### src/rtl/fir_out_requant.sv
// fir_out_requant: decimates wide signed FIR samples, rounds/shifts/saturates them to a
// narrow sample, and buffers results in a small FIFO drained over valid/ready.
module fir_out_requant #(
    parameter int IN_WIDTH  = 20,
    parameter int OUT_WIDTH = 8,
    parameter int SHIFT     = 4,
    parameter int DECIM     = 2,
    parameter int DEPTH     = 4
) (
    input  logic                        clk,
    input  logic                        rst,
    input  logic                        in_valid,
    input  logic signed [IN_WIDTH-1:0]  in_data,
    output logic                        out_valid,
    input  logic                        out_ready,
    output logic signed [OUT_WIDTH-1:0] out_data,
    output logic [$clog2(DEPTH):0]      fifo_level,
    input  logic                        clr_flags,
    output logic                        sat_flag,
    output logic                        drop_flag,
    output logic [15:0]                 sat_count
);
    localparam int PW = DECIM > 1 ? $clog2(DECIM) : 1;
    localparam int AW = $clog2(DEPTH);
    localparam int RW = IN_WIDTH + 1;
    localparam logic signed [RW-1:0] RND  = RW'((2 ** SHIFT) / 2);
    localparam logic signed [RW-1:0] QMAX = RW'(2 ** (OUT_WIDTH - 1) - 1);
    localparam logic signed [RW-1:0] QMIN = -QMAX - RW'(1);

    logic [PW-1:0]               phase;
    logic                        keep, sat_ev, drop_ev, full, pop, push;
    logic signed [RW-1:0]        r, q;
    logic signed [OUT_WIDTH-1:0] qs;
    logic                        stg_valid;
    logic signed [OUT_WIDTH-1:0] stg_data;
    logic signed [OUT_WIDTH-1:0] mem [DEPTH];
    logic [AW-1:0]               wr_ptr, rd_ptr;

    // One extra bit of headroom keeps the rounding add from wrapping.
    always_comb begin
        keep = in_valid && phase == '0;
        r = RW'(in_data) + RND;
        q = r >>> SHIFT;
        sat_ev = keep && (q > QMAX || q < QMIN);
        qs = q > QMAX ? QMAX[OUT_WIDTH-1:0] : q < QMIN ? QMIN[OUT_WIDTH-1:0] : q[OUT_WIDTH-1:0];
        full = fifo_level == (AW + 1)'(DEPTH);
        out_valid = fifo_level != '0;
        pop = out_valid && out_ready;
        push = stg_valid && (!full || pop);
        drop_ev = stg_valid && full && !pop;
        out_data = mem[rd_ptr];
    end

    always_ff @(posedge clk or negedge rst) begin
        if (!rst) begin
            phase      <= '0;
            stg_valid  <= 1'b0;
            stg_data   <= '0;
            mem        <= '{default: '0};
            wr_ptr     <= '0;
            rd_ptr     <= '0;
            fifo_level <= '0;
            sat_flag   <= 1'b0;
            drop_flag  <= 1'b0;
            sat_count  <= '0;
        end else begin
            if (in_valid)
                phase <= phase == PW'(DECIM - 1) ? '0 : phase + 1'b1;
            stg_valid <= keep;
            stg_data  <= qs;
            if (push) begin
                mem[wr_ptr] <= stg_data;
                wr_ptr      <= wr_ptr + 1'b1;
            end
            if (pop)
                rd_ptr <= rd_ptr + 1'b1;
            fifo_level <= fifo_level + {{AW{1'b0}}, push} - {{AW{1'b0}}, pop};
            // A same-cycle event beats clr_flags.
            sat_flag  <= sat_ev | (sat_flag & ~clr_flags);
            drop_flag <= drop_ev | (drop_flag & ~clr_flags);
            sat_count <= sat_ev ? (clr_flags ? 16'd1 : sat_count + {15'd0, sat_count != 16'hFFFF})
                                : clr_flags ? '0 : sat_count;
        end
    end
endmodule

### config.mk
export PLATFORM = sky130hd
export DESIGN_NAME = fir_out_requant
export DESIGN_NICKNAME = d
export VERILOG_FILES = /design/src/rtl/fir_out_requant.sv
export SDC_FILE = /design/constraint.sdc
export NUM_CORES = 1
export LEC_CHECK = 0
export CORE_ASPECT_RATIO = 1.5
export CORE_UTILIZATION = 45
export CTS_CLUSTER_DIAMETER = 120
export DETAILED_ROUTE_END_ITERATION = 6
export DONT_BUFFER_PORTS = 1
export PLACE_DENSITY_LB_ADDON = 0.12
export SYNTH_ARGS = -nofsm -noshare
export SYNTH_HDL_FRONTEND = slang
export SYNTH_SLANG_ARGS = --single-unit
export TNS_END_PERCENT = 50
### constraint.sdc
create_clock -name clk -period 6.4 [get_ports clk]
set_input_delay 1.6 -clock clk [delete_from_list [all_inputs] [get_ports clk]]
set_output_delay 1.6 -clock clk [all_outputs]
set_load 0.05 [all_outputs]
Word-level counts from Yosys, hierarchy flattened --
Index checks and enable logic that the tools add are counted.
Storage, ports and cells: register bits 67, bits in latches 0, bits in writable memories 0, bits in read-only memories 0, input bits 25, output and inout bits 30, word-level logic and storage cells 60, memories kept 0
Cells by class: $add $sub $neg 7, multiply operators 0, div/mod/pow operators 0, $lt $le $gt $ge 5, equality and inequality tests 2, shift operators 0, muxes and demuxes 12, bitwise logic cells 8, reduce and logical (&&, ||, !) cells 13
Operators with widths (number):
- 2-to-1 mux 16 bit | 3
- 2-to-1 mux 8 bit | 5
- bitwise mux 32 bit | 1
- adder 20 x 5 -> 21 bit (second input constant) | 1
- greater-than comparator 17 x 8 -> 1 bit (second input constant) | 1
- < comparator 17 x 8 -> 1 bit (second input constant) | 1
- adder 16 x 1 -> 16 bit | 1
- binary-select mux 8 bit (select 2 bit) | 1
- demux 8 bit (select 2 bit) | 1
- inequality test 16 bit (second input constant) | 1
- logical AND 1 bit | 7
- >= comparator 3 bit (second input constant) | 2
- inverter 2 -> 3 bit | 2
- adder 2 x 1 -> 2 bit (second input constant) | 2
- adder 3 x 1 -> 3 bit | 1
- equality test 3 bit (second input constant) | 1
- < comparator 3 x 1 -> 1 bit (second input constant) | 1
- nonzero test 3 bit | 1
- subtractor 3 x 1 -> 3 bit | 1
- AND 1 bit | 2
- zero test 1 bit | 2
- logical OR 1 bit | 2
- inverter 1 bit | 2
- OR 1 bit | 2
- 3 further kinds | 3

Logic depth before layout (Yosys ltp) --
depth after elaboration 6, gate-level depth with buffers 12, gate-level depth less buffers 11

Least setup slack after synthesis --
OpenSTA, ideal clock, no wires.
kind input port to flip-flop, from input port in_data[3], to register sat_count[10], setup time 125 ps, data arrival time 3612 ps, data required time 6275 ps, setup slack 2663 ps, stages on the path 9, buffers on the path 2, path through ha_1 > buf_4 > and4_1 > xnor2_1 > nand4_1 > a2111oi_4 > buf_8 > a211oi_2 > mux2_4
On the way: cells in the longest elaborated chain, start to end 5, elaborated cells between the ends (all ways) 7, those cells by class 1 x add/sub; 2 x order compare; 1 x mux; 3 x reduce/logical
RTL lines:
- start, declared | line 13 | input logic signed [IN_WIDTH-1:0] in_data,
- adder 20 x 5 -> 21 bit (*) | line 42 | r = RW'(in_data) + RND;
- greater-than comparator 17 x 8 -> 1 bit / < comparator 17 x 8 -> 1 bit (equally long branches) | line 44 | sat_ev = keep && (q > QMAX || q < QMIN);
- logical OR 1 bit (*) | line 44
- logical AND 1 bit (*) | line 44
- 2-to-1 mux 16 bit / nonzero test 2 bit (equally long branches)
- end signal, assigned | line 81 | sat_count <= sat_ev ? (clr_flags ? 16'd1 : sat_count + {15'd0, sat_count != 16'hFFFF})
- end, declared | line 21 | output logic [15:0] sat_count
Every way passes the cells marked *; elsewhere a longest branch is shown, timed or not. A chain may end at the register's enable or synchronous reset.

Worst setup path after layout --
from input port in_data[9], to register stg_data[6]
On the way: cells in the longest elaborated chain, start to end 4, elaborated cells between the ends (all ways) 5, those cells by class 1 x add/sub; 2 x order compare; 2 x mux
RTL lines:
- adder 20 x 5 -> 21 bit (*) | line 42
- < comparator 17 x 8 -> 1 bit | line 45 | qs = q > QMAX ? QMAX[OUT_WIDTH-1:0] : q < QMIN ? QMIN[OUT_WIDTH-1:0] : q[OUT_WIDTH-1:0];
- 2-to-1 mux 8 bit | line 45
- 2-to-1 mux 8 bit (*) | line 45
- named net qs[6] | line 33 | logic signed [OUT_WIDTH-1:0] qs;
- end signal, assigned | line 70 | stg_data <= qs;
- end, declared | line 35 | logic signed [OUT_WIDTH-1:0] stg_data;
The timed path passes the listed nets; every way through them passes the cells marked *.

==> summary.txt <==
Post-layout nets: 356
site row count: 41
Routability Congestion: 0.7702
ratio of cells with drive above 1 in the final layout: 30.06%
via count: 2504
Critical path destination: stg_data[6]
total count of hold-check failures in the final report: 0
post-synthesis net count: 359
count of nets left with antenna violations after detail routing: 0
residual DRC count: 0
launching element type of the critical path: input port
Worst Reg2Reg Path Length in Cells: 11
layer carrying the most global-route usage: met2
clock tree from TritonCTS: yes
Placeable Area: 8464 um2
post-CTS repair timing setup buffer count: 0
transition time at the pin with the least slew margin: 0.9458 ns
largest fanout of any net on the critical path: 16
Finish-stage setup viols: 0
end of the worst register-to-register path: sat_count[4]
synthesized netlist cell count: 324
number of buffers on the longest clock path: 2
all-layer global routing usage: 19.28%
vias in the first global route: 2599
Crit path max-delay family: simple AND/OR/NAND/NOR gates
data required time of the critical path: 6.58 ns
final setup slack of the worst path: 2.797 ns
Synthesis Warnings: 0
Max Clock Freq: 0.2776 GHz
global-route met2 utilization: 34.15%
die height: 116.5 um
vias per cell: 5.783
combined area of the multi-input logic cells: 2093 um2
mean instance size in the synthesized netlist: 12.13 um2
largest vdd supply drop: 279.8 uV
class of the tightest hold or removal check: flip-flop to flip-flop
layout overhead on the synthesized area: 9.583%
Post-synth EDFFs: 0
Arrival @ worst endpoint: 3.79 ns
async set or reset register ratio after synthesis: 100.0%
unrepaired setup endpoints after global routing: false
Die Span X: 78.31 um
aggregate negative setup slack: 0 ns
TritonCTS Buffers: 9
status: finished clean
met1 track demand over resource: 21.89%
detailed placer's ending HPWL: 5617 um
cell at the root of the clock tree: sky130_fd_sc_hd__clkbuf_16
commonest register cell after synthesis: sky130_fd_sc_hd__dfrtp_1
I/O pins: 55
number of synthesized register bits: 67
initial cell density of the core: 46.43%
pre-CTS setup slack: 2.421 ns
diodes inserted: 0
Port-buffer cells: 0
Die Footprint: 9119 um2
launch point of the worst reg-to-reg path: sat_count[7]
kind of end point of the critical path: flip-flop
Wirelength per Cell: 18.47 um
Worst Clk Skew: 0.007608 ns
CTS Sinks: 67
met3 Track Usage GR: 5.547%
CTS clk-pin slew, worst paths: 0.06 ns
fraction of the cycle the final worst path needs: 56.29%
post-cts resize count: 0
Post-Synthesis Cell Area: 3930 um2
flop2flop setup slack: 3.32 ns
clock latency at the later pin of the worst-skew pair: 0.33 ns
H-tree depth: 3
number of filler instances in the final layout: 749
total overflow reported by the global router: 0
critical path cell sequence: nand4_4 -> nor4_4 -> nand4_1 -> o31ai_4 -> and2_0 -> o22ai_1
hold_buf cts: 0
highest-delay cell along the critical path: sky130_fd_sc_hd__o31ai_4
first-pass GRT wire length: 13230 um
initial antenna violation count: 0
post-layout total power: 1.905 mW
1st-pass router iterations: 4
commonest cells after routing, fill and taps aside: 67 x sky130_fd_sc_hd__dfrtp_1, 32 x sky130_fd_sc_hd__mux2_2, 22 x sky130_fd_sc_hd__nor2_1
area used by sequential logic in the layout: 1677 um2
tightest slew margin relative to the limit: 36.95%
Maximum Capacitance Violations: 0
min cycle time layout: 3.603 ns
pin count of the biggest net entering global routing: 68
sequential cell area fraction in the yosys report: 42.66%
buffering stage count on the worst path with inverters included: 0
worst setup path start: in_data[9]
total wirelength of the detailed-routed design: 7998 um
number of slew-limit violations in the final report: 0
Slowest Stage Delay on Critical Path: 0.87 ns
kind of critical path: input port to flip-flop
1st-iter DRT viols: 86
count of unique library cells instantiated by Yosys: 60
Stages on worst setup path: 6
P_leak: 1.736 nW
leading cell type in the layout, fill and taps excluded: sky130_fd_sc_hd__dfrtp_1
power density over the cells: 442.3 nW/um2
-- sequential cells by signal, indices dropped and copies added, names as in the netlist --
name,cells
drop_flag,1
fifo_level,3
mem,32
phase,1
rd_ptr,2
sat_count,16
sat_flag,1
stg_data,8
stg_valid,1
wr_ptr,2
-- worst min path at each step --
stage	from	to	slack [ns]	cells past startpoint
finish	mem[22]	mem[22]	0.50	1
global route	mem[23]	mem[23]	0.52	1
CTS	mem[7]	mem[7]	0.50	1
detailed placement	mem[7]	mem[7]	0.49	1
global placement	mem[12]	mem[12]	0.48	1
floorplan	stg_valid	drop_flag	0.46	1
-- cells by family (layout without fill, tap and decap cells) --
group,count (synthesis),in the layout,synth area share [%]
AO/OA/AOI/OAI,36,36,10.31
XOR/XNOR,15,15,3.343
adder cells (fa/ha/maj),10,10,3.375
buffers and inverters,26,28,4.075
flip-flops,67,67,42.66
multiplexers,58,58,19.74
AND/OR/NAND/NOR,112,112,16.49
-- synth_stat cells (3+ instances only) --
cell,count,share of area [%]
sky130_fd_sc_hd__clkbuf_1,6,0.57
sky130_fd_sc_hd__xnor2_1,8,1.8
sky130_fd_sc_hd__and2_1,5,0.80
sky130_fd_sc_hd__inv_1,10,0.96
sky130_fd_sc_hd__nor2_1,22,2.1
sky130_fd_sc_hd__a211oi_1,3,0.57
sky130_fd_sc_hd__and2b_2,4,0.89
sky130_fd_sc_hd__nand4_1,10,1.6
sky130_fd_sc_hd__ha_1,9,2.9
sky130_fd_sc_hd__mux2_2,32,9.2
sky130_fd_sc_hd__a211oi_2,11,3.5
sky130_fd_sc_hd__nor4_1,5,0.80
sky130_fd_sc_hd__dfrtp_1,67,43
sky130_fd_sc_hd__nor2b_1,10,1.6
sky130_fd_sc_hd__nand3_1,11,1.4
sky130_fd_sc_hd__a2111oi_4,3,2.1
sky130_fd_sc_hd__and3_1,4,0.64
sky130_fd_sc_hd__o22ai_1,7,1.1
sky130_fd_sc_hd__mux2_1,4,1.1
sky130_fd_sc_hd__mux4_2,8,4.6
sky130_fd_sc_hd__xor2_1,7,1.6
sky130_fd_sc_hd__nand2_1,20,1.9
sky130_fd_sc_hd__nor3_1,3,0.38
sky130_fd_sc_hd__mux2i_1,4,1.0
sky130_fd_sc_hd__mux2_4,10,3.8
-- layer usage --
metal	up-vias	part of all wire (%)
met1	1267	42
met4	0	1.9
li1	1175	-
met2	51	52
met3	11	4.6
met5	-	0
-- where the power goes --
group	leakage, nW	switching (mW)	total, mW	internal (mW)
combinational	0.754	0.336	0.581	0.245
clock	0.169	0.184	0.576	0.391
sequential	0.813	0.181	0.748	0.568
total	1.74	0.701	1.91	1.20
-- per-stage QoR --
step                      area (um2)  hold slack (ns)  utilization, %  std cells
final                           4307           0.5005           50.88        433
after global routing            4307           0.5180           50.88        433
after CTS                       4307           0.5029           50.88        433
after detailed placement        3956           0.4896           46.74        417
after global placement          3956           0.4835           46.74        417
after floorplan                 3930           0.4584               -        324
-- cell type report --
type                            count  share of cell area (%)
Clock buffer                       10                   5.549
Multi-Input combinational cell    231                   48.61
Clock inverter                      6                   2.586
Tap cell                          107                   3.109
Inverter                           10                  0.8716
Timing Repair Buffer                2                  0.3486
Sequential cell                    67                   38.93
No activity file was read; power rests on OpenSTA's default activity.
